$ cat config.mk
export PLATFORM = sky130hd
export DESIGN_NAME = scr1_mtimer_mmio
export DESIGN_NICKNAME = d
export VERILOG_FILES = /design/src/rtl/scr1_mtimer_mmio.sv
export SDC_FILE = /design/constraint.sdc
export NUM_CORES = 1
export LEC_CHECK = 0
export BUFFER_PORTS_ARGS = -buffer_cell sky130_fd_sc_hd__buf_4
export CAP_MARGIN = 20
export CELL_PAD_IN_SITES_DETAIL_PLACEMENT = 1
export CELL_PAD_IN_SITES_GLOBAL_PLACEMENT = 2
export CORE_MARGIN = 2
export CORE_UTILIZATION = 31
export CTS_BUF_LIST = sky130_fd_sc_hd__clkbuf_4
export DETAILED_ROUTE_END_ITERATION = 12
export PLACE_DENSITY = 0.9
export SYNTH_ARGS = -nofsm -noshare
export SYNTH_HDL_FRONTEND = slang
export SYNTH_SLANG_ARGS = --single-unit
$ cat constraint.sdc
create_clock -name i_clk -period 2.52 [get_ports i_clk]
set_clock_uncertainty 0.05 [all_clocks]
set_input_delay 0.378 -clock i_clk [delete_from_list [all_inputs] [get_ports i_clk]]
set_output_delay 0.378 -clock i_clk [all_outputs]
set_load 0.02 [all_outputs]
$ cat src/rtl/scr1_mtimer_mmio.sv
// scr1_mtimer_mmio: memory-mapped machine timer on the DMEM timer port.
// It holds a 64-bit mtime counter that advances through a programmable
// prescaler. The tick source is either clk or a synchronized rtc_clk.
// The mtimer interrupt is raised when mtime >= mtimecmp.
//
// Ports:
//   i_clk          system clock
//   i_rst_n        synchronous active-low reset
//   i_rtc_clk      real-time clock, sampled as data in the clk domain
//   i_dmem_req     request valid
//   i_dmem_cmd     0=RD, 1=WR
//   i_dmem_width   0=BYTE, 1=HWORD, 2=WORD
//   i_dmem_addr    byte address
//   i_dmem_wdata   write data
//   o_dmem_req_ack request accepted (always 1)
//   o_dmem_rdata   read data, one cycle after acceptance
//   o_dmem_resp    0=IDLE, 1=RDY, 2=ER, one cycle after acceptance
//   o_timer_irq    registered mtime >= mtimecmp
//   o_timer_val    current mtime
//
// Register window (offsets from SCR1_TIMER_BASE):
//   0x00 CONTROL     bit0 enable, bit1 clksrc (0=clk, 1=rtc)
//   0x04 DIVIDER     [SCR1_TIMER_DIV_W-1:0]
//   0x08 MTIMELO     0x0C MTIMEHI
//   0x10 MTIMECMPLO  0x14 MTIMECMPHI
module scr1_mtimer_mmio #(
  parameter logic [31:0] SCR1_TIMER_BASE      = 32'hF004_0000,
  parameter int unsigned SCR1_TIMER_DIV_W     = 10,
  parameter int unsigned SCR1_RTC_SYNC_STAGES = 2
) (
  input  logic        i_clk,
  input  logic        i_rst_n,
  input  logic        i_rtc_clk,
  input  logic        i_dmem_req,
  input  logic        i_dmem_cmd,
  input  logic [1:0]  i_dmem_width,
  input  logic [31:0] i_dmem_addr,
  input  logic [31:0] i_dmem_wdata,
  output logic        o_dmem_req_ack,
  output logic [31:0] o_dmem_rdata,
  output logic [1:0]  o_dmem_resp,
  output logic        o_timer_irq,
  output logic [63:0] o_timer_val
);

  localparam int unsigned DIV_W  = SCR1_TIMER_DIV_W;
  localparam int unsigned SYNC_W = SCR1_RTC_SYNC_STAGES;

  localparam logic       CMD_WR     = 1'b1;
  localparam logic [1:0] WIDTH_WORD = 2'd2;
  localparam logic [1:0] RESP_IDLE  = 2'd0;
  localparam logic [1:0] RESP_RDY   = 2'd1;
  localparam logic [1:0] RESP_ER    = 2'd2;

  localparam logic [2:0] SEL_CTRL = 3'd0;
  localparam logic [2:0] SEL_DIV  = 3'd1;
  localparam logic [2:0] SEL_MLO  = 3'd2;
  localparam logic [2:0] SEL_MHI  = 3'd3;
  localparam logic [2:0] SEL_CLO  = 3'd4;
  localparam logic [2:0] SEL_CHI  = 3'd5;

  // Architectural state.
  logic              r_en;
  logic              r_src;
  logic [DIV_W-1:0]  r_div;
  logic [DIV_W-1:0]  r_div_cnt;
  logic [63:0]       r_mtime;
  logic [63:0]       r_mtimecmp;
  logic              r_irq;
  logic [1:0]        r_resp;
  logic [31:0]       r_rdata;
  logic [SYNC_W-1:0] r_rtc_sync;
  logic              r_rtc_prev;

  // Request decode.
  logic             w_in_win;
  logic             w_ok;
  logic             w_rd;
  logic             w_wr;
  logic [2:0]       w_sel;
  logic             w_wr_ctrl;
  logic             w_wr_div;
  logic             w_wr_mlo;
  logic             w_wr_mhi;
  logic             w_wr_clo;
  logic             w_wr_chi;
  logic [31:0]      w_rdata;
  logic             w_tick;
  logic             w_rtc_s;
  logic [DIV_W-1:0] w_div_cnt_nxt;
  logic [63:0]      w_mtime_nxt;

  assign o_dmem_req_ack = 1'b1;
  assign o_dmem_rdata   = r_rdata;
  assign o_dmem_resp    = r_resp;
  assign o_timer_irq    = r_irq;
  assign o_timer_val    = r_mtime;

  // Window hit: same 64-byte block as the base, and offset below 0x18.
  assign w_in_win = (i_dmem_addr[31:6] == SCR1_TIMER_BASE[31:6]) &&
                    (i_dmem_addr[5:0] < 6'h18);
  assign w_ok     = w_in_win && (i_dmem_width == WIDTH_WORD) &&
                    (i_dmem_addr[1:0] == 2'b00);
  assign w_rd     = i_dmem_req && w_ok && (i_dmem_cmd != CMD_WR);
  assign w_wr     = i_dmem_req && w_ok && (i_dmem_cmd == CMD_WR);
  assign w_sel    = i_dmem_addr[4:2];

  assign w_wr_ctrl = w_wr && (w_sel == SEL_CTRL);
  assign w_wr_div  = w_wr && (w_sel == SEL_DIV);
  assign w_wr_mlo  = w_wr && (w_sel == SEL_MLO);
  assign w_wr_mhi  = w_wr && (w_sel == SEL_MHI);
  assign w_wr_clo  = w_wr && (w_sel == SEL_CLO);
  assign w_wr_chi  = w_wr && (w_sel == SEL_CHI);

  // Read data mux.
  always_comb begin
    w_rdata = 32'd0;
    case (w_sel)
      SEL_CTRL: w_rdata = {30'd0, r_src, r_en};
      SEL_DIV:  w_rdata = 32'(r_div);
      SEL_MLO:  w_rdata = r_mtime[31:0];
      SEL_MHI:  w_rdata = r_mtime[63:32];
      SEL_CLO:  w_rdata = r_mtimecmp[31:0];
      SEL_CHI:  w_rdata = r_mtimecmp[63:32];
      default:  w_rdata = 32'd0;
    endcase
  end

  // Tick: every clk, or one per synchronized rtc_clk rising edge.
  assign w_rtc_s = r_rtc_sync[SYNC_W-1];
  assign w_tick  = r_src ? (w_rtc_s && !r_rtc_prev) : 1'b1;

  // Prescaler and mtime next state. Any write to CONTROL, DIVIDER or
  // mtime restarts the prescaler and skips this cycle's increment.
  always_comb begin
    w_div_cnt_nxt = r_div_cnt;
    w_mtime_nxt   = r_mtime;
    if (r_en && w_tick) begin
      if (r_div_cnt == r_div) begin
        w_div_cnt_nxt = '0;
        w_mtime_nxt   = r_mtime + 64'd1;
      end else begin
        w_div_cnt_nxt = r_div_cnt + DIV_W'(1);
      end
    end
    if (w_wr_ctrl || w_wr_div || w_wr_mlo || w_wr_mhi) begin
      w_div_cnt_nxt = '0;
      w_mtime_nxt   = r_mtime;
    end
    if (w_wr_mlo) w_mtime_nxt[31:0]  = i_dmem_wdata;
    if (w_wr_mhi) w_mtime_nxt[63:32] = i_dmem_wdata;
  end

  // State registers.
  always_ff @(posedge i_clk) begin
    if (!i_rst_n) begin
      r_en       <= 1'b1;
      r_src      <= 1'b0;
      r_div      <= '0;
      r_div_cnt  <= '0;
      r_mtime    <= 64'd0;
      r_mtimecmp <= '1;
      r_irq      <= 1'b0;
      r_resp     <= RESP_IDLE;
      r_rdata    <= 32'd0;
      r_rtc_sync <= '0;
      r_rtc_prev <= 1'b0;
    end else begin
      r_rtc_sync <= SYNC_W'({r_rtc_sync, i_rtc_clk});
      r_rtc_prev <= w_rtc_s;
      r_div_cnt  <= w_div_cnt_nxt;
      r_mtime    <= w_mtime_nxt;
      r_irq      <= (r_mtime >= r_mtimecmp);
      if (w_wr_ctrl) begin
        r_en  <= i_dmem_wdata[0];
        r_src <= i_dmem_wdata[1];
      end
      if (w_wr_div) r_div <= i_dmem_wdata[DIV_W-1:0];
      if (w_wr_clo) r_mtimecmp[31:0]  <= i_dmem_wdata;
      if (w_wr_chi) r_mtimecmp[63:32] <= i_dmem_wdata;
      // Single-cycle response; rdata is zero except on a successful read.
      if (!i_dmem_req) r_resp <= RESP_IDLE;
      else if (w_ok)   r_resp <= RESP_RDY;
      else             r_resp <= RESP_ER;
      r_rdata <= w_rd ? w_rdata : 32'd0;
    end
  end

endmodule
==> metrics.txt <==
Post-synth EDFFs 0; DR vias 11500; WS Path Type register to register; Syn Inst Count 1293; Syn Nets 1430; # clock sinks 188; wire per inst 20.9 um; Crit path largest cell delay 530 ps; PD cells 366 nW/um^2; fin cells 2070; CTS tree yes; pre-CTS WS -146 ps; Final WS setup -94.4 ps; antenna violations before repair 1; most instantiated cells after synthesis dfxtp_1 (188), nand2_1 (169), a21oi_1 (87); Yosys top cell by area dfxtp_1; Worst-Skew Late Latency 640 ps; grt met2 use 42.0%; Cell Rows 67; Worst-path clk slew 160 ps; GPL Wtd Cong 0.887; Critical Path RT 3020 ps; outcome complete, but fails checks; IO buf count 169; synth top area cells dfxtp_1 (36%), ha_1 (7.9%), nand2_1 (6.1%); layout cells sized above 1 27.1%; fillers 4058; largest net degree at the start of global routing 66; I/O pins 171; via/cell ratio 5.55; drt first pass iters 5; Die Area 35000 sq um; register area share after synthesis 36.2%; Hold Vio Cnt, Final 0; Slowest-stage cell, CP or4_4; Setup crit end kind register; CP max FO 6; # H-tree levels 4; Root Driver clkbuf_4; final wirelength 43.2 mm; RSZ-0062 raised after global routing true; GRT Max-Usage Layer met2; worst vdd ir 0.265 mV; Synth Flop Type dfxtp_1; Mean Syn Cell Area 8.03 sq um; dominant cell by count in the synthesized netlist dfxtp_1; Slew Limit Headroom 44.6%; synthesized area 10400 sq um; met1 Use GR 31.2%; Syn. warnings 0; vias in the first global route 11700; Tot GR Track Use 24.3%; P_leak 6.37 nW; CTS buffer count 17; dpl cells 1993; Initial Utilization 31.2%; worst path cell trace xnor2_2, nand4_1, nor4_4, buf_4, a21bo_4, or4_4, o211a_1, o21a_1; Worst Hold Class input pin to register; final count of negative-setup-slack endpoints 6; Achievable Freq 0.382 GHz; global route overflow 0; Clock Path Buffers 2; GRT met3 Usage 3.75%; Seq cells post-synth 188; Tightest Pin Transition 831 ps; final worst-path cycle share 104%; failing checks negative setup slack; first-pass GRT wire length 66.9 mm; Synth async-reset ratio 0%; post-route ant nets 0; Worst setup SP type register; Die Y 187 um; Die W 187 um; Placeable Area 33300 sq um; unique cell type count in the Yosys netlist 64; post-synth top area share 36.2%; fin nets 1747; Iter 0 DRT Violations 706; Period minus WS final 2610 ps; Max Cap Viol 0; DP HPWL 32.2 mm; DR DRC count 0; Final Max Tran Viols 0; Core Util, Final 42.5%; Setup TNS -202 ps; area delta synth->final 36.0%; Crit path arrival time 3120 ps
final cells by class:
type	instances	area (sq um)	share of cell area, %
Tap cell	448	561	3.97
Clock buffer	19	143	1.01
Inverter	79	297	2.10
Timing Repair Buffer	381	3080	21.8
Multi-Input combinational cell	943	6130	43.4
Sequential cell	188	3790	26.8
Clock inverter	11	121	0.859
Antenna cell	1	2.50	0.0177
metrics by stage:
stage          hold WS, ps  total power [mW]  instance area, sq um
2_1_floorplan          362              3.20                 10400
6_report               112              5.17                 14100
5_1_grt                102              5.36                 14100
3_3_place_gp           365              3.41                 13300
4_1_cts               65.6              5.21                 13900
3_5_place_dp           372              3.42                 13300
cells by family after synthesis:
group,after synthesis,synth area share (%)
and+or+nand+nor,467,22.1
AOI/OAI and AO/OA,359,23.0
DFF,188,36.2
buffers and inverters,162,6.17
adders and majority gates,66,7.95
xor gates and xnor gates,33,2.78
muxes,17,1.67
other,1,0.0361
registers in the layout, indices dropped and copies added, names as in the netlist, 2 cells and up:
name	flops
r_div_cnt	10
r_mtimecmp	64
o_dmem_resp	2
o_timer_val	64
o_dmem_rdata	32
r_rtc_sync	2
r_div	10
per-layer routing:
metal  vias up  part of all wire, %
met2       327                   49
met5         -                    0
met1      5753                   44
met4         0                  2.3
met3        60                  4.7
li1       5345                    -
worst max-delay path, delay by kind of cell (launching register included):
kind | cells | cell delay, ps
compound gates | 3 | 650
flops | 1 | 370
xor+xnor | 1 | 160
simple gates | 3 | 1110
buf+inv | 1 | 170
repair_timing:
| action | CTS | global route |
|---|---|---|
| pin swaps | 4 | 15 |
| hold buffers | 35 | 0 |
| endpoints found under the hold margin | 117 | 0 |
| setup endpoints to repair | 14 | 43 |
| buffers inserted | 4 | 7 |
| gates resized for setup | 11 | 42 |
worst paths after layout:
kind	from	end	slack [ps]	cells after the start
max	r_div_cnt[4]	o_timer_val[18]	-90	8
min reg2reg	r_rtc_sync[0]	r_rtc_sync[1]	400	1
max reg2reg	r_div_cnt[4]	o_timer_val[18]	-90	8
min	i_dmem_addr[20]	o_dmem_resp[0]	110	5
power by group:
part	leakage (nW)	internal, mW	switching [mW]
Combinational	4.71	0.183	0.235
Clock	0.135	0.598	1.16
Sequential	1.53	2.98	0.00668
layout by cell type (no fill, tap or decap), drive strengths merged, types with 6 or more instances in the layout:
| master | count |
|---|---|
| o21ai | 37 |
| o21a | 8 |
| or3 | 11 |
| nand4 | 39 |
| and2 | 14 |
| and4 | 6 |
| o22ai | 13 |
| or4 | 7 |
| a21o | 12 |
| xor2 | 9 |
| a21oi | 87 |
| a221oi | 9 |
| a211oi | 7 |
| nor2 | 84 |
| a2bb2oi | 6 |
| a31oi | 25 |
| inv | 81 |
| mux2i | 14 |
| nand3b | 6 |
| nand2 | 169 |
| xnor2 | 24 |
| nor3 | 30 |
| a22oi | 60 |
| nand3 | 51 |
| dfxtp | 188 |
| nor2b | 8 |
| ha | 66 |
| clkbuf | 19 |
| and3 | 11 |
| nor4 | 18 |
| buf | 346 |
| o211ai | 72 |
| dlygate4sd3 | 35 |
(Power assumes the default switching activity.)
